[src/rtl/uart_pkg.sv]
// rtl/uart_pkg.sv - shared types and constants for the uart receiver
package uart_pkg;

  localparam int DATA_BITS   = 8;
  localparam int SYNC_STAGES = 2;

  typedef enum logic [2:0] {
    IDLE      = 3'd0,
    START     = 3'd1,
    DATA      = 3'd2,
    STOP      = 3'd3,
    WAIT_HIGH = 3'd4
  } state_t;

endpackage

[src/rtl/uart_sync.sv]
// rtl/uart_sync.sv - N-flop synchroniser resetting to the idle-high level
module uart_sync #(
  parameter int STAGES = 2
) (
  input  logic clock,
  input  logic reset,
  input  logic d,
  output logic q
);

  logic [STAGES-1:0] chain;

  // shift the asynchronous input through the chain; reset to line-idle level
  always_ff @(posedge clock) begin
    if (reset) begin
      chain <= '1;
    end else begin
      chain <= {chain[STAGES-2:0], d};
    end
  end

  assign q = chain[STAGES-1];

endmodule

[src/rtl/uart_receiver.sv]
// rtl/uart_receiver.sv - 8N1 serial receiver with one-entry holding register
module uart_receiver
  import uart_pkg::*;
#(
  parameter int clocks_per_bit = 4
) (
  input  logic       clock,
  input  logic       reset,
  input  logic       pin,
  input  logic       data_ready,
  output logic [7:0] byte_received,
  output logic       data_valid,
  output logic       framing_error,
  output logic       overrun,
  output logic       busy
);

  localparam int CW = $clog2(clocks_per_bit) + 1;
  localparam int IW = $clog2(DATA_BITS);
  localparam logic [CW-1:0] HALF     = CW'((clocks_per_bit - 1) / 2);
  localparam logic [CW-1:0] LAST     = CW'(clocks_per_bit - 1);
  localparam logic [IW-1:0] LAST_BIT = IW'(DATA_BITS - 1);

  logic                 rx;
  state_t               state;
  logic [CW-1:0]        counter;
  logic [IW-1:0]        bit_index;
  logic [DATA_BITS-1:0] shift_reg;

  uart_sync #(
    .STAGES(SYNC_STAGES)
  ) u_sync (
    .clock(clock),
    .reset(reset),
    .d    (pin),
    .q    (rx)
  );

  // frame recovery FSM plus holding register and error pulse generation
  always_ff @(posedge clock) begin
    if (reset) begin
      state         <= IDLE;
      counter       <= '0;
      bit_index     <= '0;
      shift_reg     <= '0;
      byte_received <= '0;
      data_valid    <= 1'b0;
      framing_error <= 1'b0;
      overrun       <= 1'b0;
    end else begin
      framing_error <= 1'b0;
      overrun       <= 1'b0;
      // a consumer handshake drains the register unless a new byte lands below
      if (data_valid && data_ready) begin
        data_valid <= 1'b0;
      end

      case (state)
        IDLE: begin
          if (!rx) begin
            state   <= START;
            counter <= '0;
          end
        end

        START: begin
          if (counter == HALF) begin
            counter <= '0;
            if (!rx) begin
              state     <= DATA;
              bit_index <= '0;
            end else begin
              state <= IDLE;
            end
          end else begin
            counter <= counter + 1'b1;
          end
        end

        DATA: begin
          if (counter == LAST) begin
            counter   <= '0;
            shift_reg <= {rx, shift_reg[DATA_BITS-1:1]};
            if (bit_index == LAST_BIT) begin
              state <= STOP;
            end else begin
              bit_index <= bit_index + 1'b1;
            end
          end else begin
            counter <= counter + 1'b1;
          end
        end

        STOP: begin
          if (counter == LAST) begin
            counter <= '0;
            if (rx) begin
              state <= IDLE;
              if (!data_valid || data_ready) begin
                byte_received <= shift_reg;
                data_valid    <= 1'b1;
              end else begin
                overrun <= 1'b1;
              end
            end else begin
              framing_error <= 1'b1;
              state         <= WAIT_HIGH;
            end
          end else begin
            counter <= counter + 1'b1;
          end
        end

        WAIT_HIGH: begin
          // a held-low line (break) must not look like a fresh start bit
          if (rx) begin
            state <= IDLE;
          end
        end

        default: begin
          state <= IDLE;
        end
      endcase
    end
  end

  assign busy = (state != IDLE);

endmodule

[config.mk]
export PLATFORM = sky130hd
export DESIGN_NAME = uart_receiver
export DESIGN_NICKNAME = d
export VERILOG_FILES = /design/src/rtl/uart_pkg.sv /design/src/rtl/uart_sync.sv /design/src/rtl/uart_receiver.sv
export SDC_FILE = /design/constraint.sdc
export NUM_CORES = 1
export LEC_CHECK = 0
export CAP_MARGIN = 40
export CORE_MARGIN = 4
export CORE_UTILIZATION = 40
export CTS_CLUSTER_SIZE = 10
export DETAILED_ROUTE_END_ITERATION = 10
export PLACE_DENSITY_LB_ADDON = 0.15
export SYNTH_ARGS = -nofsm -noshare
export SYNTH_HDL_FRONTEND = slang
export SYNTH_SLANG_ARGS = --single-unit
[constraint.sdc]
create_clock -name clock -period 2.7 [get_ports clock]
set_clock_uncertainty 0.1 [all_clocks]
set_input_delay 0.405 -clock clock [delete_from_list [all_inputs] [get_ports clock]]
set_output_delay 0.405 -clock clock [all_outputs]
set_load 0.01 [all_outputs]
* Yosys cells after proc, flatten, opt, wreduce, memory -nomap -nowiden
Cells that the tools add are included.
** Word-level totals
- Bits in read-only memories :: 0
- Register bits after elaboration :: 30
- Memories kept :: 0
- Bits of input ports :: 4
- RAM bits :: 0
- Word-level logic and storage cells :: 68
- Bits in latches :: 0
- Output and inout bits :: 12
** Cells by class
- Add/sub/neg operators :: 2
- Multiplexer cells :: 24
- Reduce and logical (&&, ||, !) cells :: 15
- Multipliers :: 0
- Bitwise operators :: 3
- Divide/modulo/power cells :: 0
- Shifts and indexed selects :: 0
- $lt $le $gt $ge :: 0
- Equal/unequal tests :: 15
** Operator list (count)
- 2-to-1 mux 3 bit :: 13
- case mux 3 bit (5 select lines) :: 1
- != test 2 bit (second input constant) :: 7
- == test 3 x 2 -> 1 bit (second input constant) :: 3
- case mux 3 bit (3 select lines) :: 1
- 2-to-1 mux 1 bit :: 7
- adder 3 x 1 -> 3 bit (second input constant) :: 2
- == test 3 x 1 -> 1 bit (second input constant) :: 2
- == test 3 bit (second input constant) :: 2
- case mux 3 bit (2 select lines) :: 1
- AND reduction 6 bit :: 1
- nonzero test 3 bit :: 2
- AND reduction 5 bit :: 1
- AND reduction 2 bit :: 2
- AND reduction 4 bit :: 1
- OR reduction 4 bit :: 1
- logical NOT 3 bit :: 1
- NOT 1 bit :: 3
- OR reduction 3 bit :: 1
- 2-to-1 mux 2 bit :: 1
- != test 2 x 1 -> 1 bit (second input constant) :: 1
- nonzero test 2 bit :: 1
- OR reduction 2 bit :: 1
- logical AND 1 bit :: 1
- other kinds (2) :: 2

* Depth between registers and ports, before layout
- Depth in word-level cells :: 6
- Depth in mapped cells :: 6
- Depth with buffers taken out :: 6

* By module
A second synthesis with hierarchy kept.
** Unflattened totals
- Cell total of the unflattened synthesis :: 128
- Area, all modules :: 1313.8 µm²
** By module, submodules not included
- uart_receiver :: times used 1, cells an instance 124, area an instance 1261.2 µm², sequential area each 560.5 µm²
- uart_sync :: times used 1, cells an instance 4, area an instance 52.6 µm², sequential area each 40.0 µm²

* Worst setup path after synthesis
OpenSTA, ideal clock, no wires.
- Path type :: reg2reg
- From :: register counter[0]
- To :: register bit_index[0]
- Required time :: 2.528 ns
- Clock period less this slack :: 1.595 ns
- Data arrival time :: 1.423 ns
- Buffers on the path :: 1
- Path slack :: 1.105 ns
- Setup time :: 0.072 ns
- Cell stages (with the launch flop) :: 7
- Cells stage by stage :: dfxtp_1 -> ha_1 -> nor3b_2 -> nand3_1 -> buf_2 -> o21ai_2 -> mux2i_1
** On the way
- Cells in the longest elaborated chain, start to end :: 3
- Elaborated cells on any way between the ends :: 5
- Those cells by class :: 4 x eq/ne; 1 x reduce/logical
** Ends and longest elaborated chain
- start: declaration :: line uart_receiver.sv:26 : logic [CW-1:0] counter;
- start signal: assignment :: line uart_receiver.sv:76 : counter <= counter + 1'b1;
- start signal: assignment :: line uart_receiver.sv:90 : counter <= counter + 1'b1;
- start signal: assignment :: line uart_receiver.sv:110 : counter <= counter + 1'b1;
- == test 3 x 2 -> 1 bit or == test 3 x 1 -> 1 bit (tied branches) :: line uart_receiver.sv:81, uart_receiver.sv:67
- != test 2 bit (no line)
- AND reduction 5 bit (no line) *
- end signal: assignment :: line uart_receiver.sv:87 : bit_index <= bit_index + 1'b1;
- end: declaration :: line uart_receiver.sv:27 : logic [IW-1:0] bit_index;
Every way passes the cells marked *; elsewhere a longest branch is shown, timed or not.
A chain may end at the register's enable or synchronous reset.

* Worst setup path in the final report
- From :: register state[0]
- To :: output port busy
** On the way
- Cells in the longest elaborated chain, start to end :: 1
** Ends and longest elaborated chain
- start: declaration :: line uart_receiver.sv:25 : state_t state;
- start signal: assignment :: line uart_receiver.sv:42 : state <= IDLE;
- start signal: assignment :: line uart_receiver.sv:61 : state <= START;
- start signal: assignment :: line uart_receiver.sv:70 : state <= DATA;
- nonzero test 3 bit :: line uart_receiver.sv:128 : assign busy = (state != IDLE);
- end: declaration :: line uart_receiver.sv:15 : output logic busy
Every way passes these cells.

==> results.sh <==
export IMPL_rsz0062_at_grt="no"
export IMPL_wire_per_inst_um=11.3
export IMPL_synth_edf_count=0
export IMPL_yosysMostFrequentCell="dfxtp_1"
export IMPL_overflow=0
export IMPL_cp_endpoint="busy"
export IMPL_synth_warnings=0
export IMPL_maxCapViolations=0
export IMPL_reg2reg_depth=5
export IMPL_max_freq_mhz=448
export IMPL_place_gp_congestion=0.794
export IMPL_synth_area_leader_cell="dfxtp_1"
export IMPL_totalWireLength_um=2150
export IMPL_ant_nets=0
export IMPL_crit_arrival_ns=1.73
export IMPL_die_area_um2=4200
export IMPL_ys_seq_elements=30
export IMPL_clockBufferDepth=2
export IMPL_cts_made_buffers=5
export IMPL_place_area_um2=1470
export IMPL_netlist_area_leader_share_pct=46.5
export IMPL_cts_sinks=30
export IMPL_endpoint_kind="output pin"
export IMPL_layout_nets=156
export IMPL_crit_type="reg -> out"
export IMPL_area_delta_synth_final_pct=19.8
export IMPL_dp_hpwl_um=1520
export IMPL_gr_usage_all_layers_pct=12.2
export IMPL_grt_max_degree=19
export IMPL_critical_path_peak_fanout=9
export IMPL_power_uw=920
export IMPL_holdWs_ns=0.316
export IMPL_synth_async_reset_ratio_pct=0
export IMPL_regToRegEndpoint="byte_received[0]"
export IMPL_num_rows=20
export IMPL_drt_iter0_drc=31
export IMPL_clkLatencyLatePin_ns=0.33
export IMPL_synthTopCellsByArea="dfxtp_1 47%, mux2i_1 15%, nor2_1 7.0%"
export IMPL_rrSetupSlack_ns=0.75
export IMPL_syn_nets=139
export IMPL_drt_pre_antenna_iters=4
export IMPL_start_kind="flip-flop"
export IMPL_antenna_cells=0
export IMPL_cp_required_ns=2.19
export IMPL_drive_gt1_share_pct=12.3
export IMPL_htreeDepth=2
export IMPL_grt_pass1_vias=880
export IMPL_setup_tns_ns=0
export IMPL_cts_root_buffer="clkbuf_4"
export IMPL_yosys_most_used_dff="dfxtp_1"
export IMPL_powerDensity_nw_per_um2=595
export IMPL_die_w_um=64.8
export IMPL_design_area_um2=1550
export IMPL_synth_distinct_cells=37
export IMPL_drv_slew=0
export IMPL_via_per_inst=4.88
export IMPL_r2r_start="counter[0]"
export IMPL_slew_headroom_pct=63.3
export IMPL_setup_viol=0
export IMPL_io_pins=16
export IMPL_postCtsSetupRepairBufs=0
export IMPL_hold_class="reg -> reg"
export IMPL_antenna_found_initial=0
export IMPL_synthCells=129
export IMPL_cts_resized=0
export IMPL_fp_dieH_um=64.8
export IMPL_status="finished clean"
export IMPL_n_fill_cell=310
export IMPL_ys_top_cells_by_count="30 x dfxtp_1, 24 x nor2_1, 19 x mux2i_1"
export IMPL_clkTransAtPathRegs_ns=0.09
export IMPL_vias=927
export IMPL_ys_seq_area_share_pct=46.5
export IMPL_design_core_area_um2=3080
export IMPL_period_share_pct=82.7
export IMPL_postCtsHoldBufs=0
export IMPL_avgSynthCellArea_um2=10.0
export IMPL_period_minus_slack_ns=2.23
export IMPL_port_buffers=15
export IMPL_hold_viol=0
export IMPL_cts_tree="yes"
export IMPL_peakVddDrop_mv=0.283
export IMPL_setup_worst_path_start="state[0]"
export IMPL_synth_area_um2=1290
export IMPL_post_route_drc_count=0
export IMPL_p_leak_uw=0.000622
export IMPL_tightest_slew_ns=0.549
export IMPL_start_util_pct=42.0
export IMPL_grt_pass1_wl_um=3900
## through the flow
step / setup slack, ns / utilization, % / std cells
after global routing: 0.402 / 50.2 / 190
after floorplan: 1.11 / - / 129
after CTS: 0.449 / 50.2 / 190
after global placement: 0.701 / 47.6 / 183
final: 0.466 / 50.2 / 190
after detailed placement: 0.692 / 47.6 / 183
## layout make-up
| cell class | count | area (µm²) | area share (%) |
|---|---|---|---|
| clock inverters | 1 | 30.0 | 1.94 |
| clock buffers | 6 | 51.3 | 3.32 |
| flip-flops and latches | 30 | 601 | 38.8 |
| repair buffers | 17 | 165 | 10.7 |
| multi-input cells | 89 | 633 | 40.9 |
| well taps | 44 | 55.1 | 3.56 |
| inverters | 3 | 11.3 | 0.728 |
## logic make-up (layout without fill, tap and decap cells)
| logic type | after synthesis | after routing | synth area share [%] |
|---|---|---|---|
| AO/OA/AOI/OAI | 12 | 12 | 6.98 |
| flip-flops | 30 | 30 | 46.5 |
| buffers and inverters | 10 | 27 | 4.46 |
| multiplexers | 19 | 19 | 14.7 |
| adder cells (fa/ha/maj) | 6 | 6 | 5.81 |
| AND/OR/NAND/NOR | 52 | 52 | 21.5 |
## report_power, final
group | internal (µW) | switching, µW
Combinational | 45.3 | 42.8
Sequential | 452 | 16.7
Clock | 215 | 148
Total | 713 | 208
## layout by cell type, fill, tap and decap left out, types with 2 or more instances in the layout
cell type	netlist	routed
dfxtp_1	30	30
nor2_1	24	24
mux2i_1	19	19
clkdlybuf4s50_1	0	15
nand2b_1	6	6
ha_1	6	6
clkbuf_4	0	5
nand2_1	4	4
inv_1	3	3
nor3_1	2	2
nand3_1	2	2
nor2b_1	2	2
or2_2	2	2
a22oi_1	2	2
buf_4	1	2
## how the worst min path moves through the flow
stage | from | endpoint | cells after the start
after floorplan | u_sync.chain[0] | u_sync.chain[1] | 1
after global placement | u_sync.chain[0] | u_sync.chain[1] | 1
after detailed placement | u_sync.chain[0] | u_sync.chain[1] | 1
after CTS | u_sync.chain[0] | u_sync.chain[1] | 1
after global routing | u_sync.chain[0] | u_sync.chain[1] | 1
final | u_sync.chain[0] | u_sync.chain[1] | 1
## per-layer routing
metal  wire, µm  track usage (%)  vias to the layer above
met5          0                0                        -
met4         59             7.12                        0
met3        102             4.51                        7
met2        919             17.4                       18
met1       1070             15.6                      419
li1           -                -                      483
## critical path, cell delays in order (launching register included)
cell,delay (ns)
dfxtp_1,0.41
or3_2,0.51
clkdlybuf4s50_1,0.49
No activity file was read; power rests on OpenSTA's default activity.
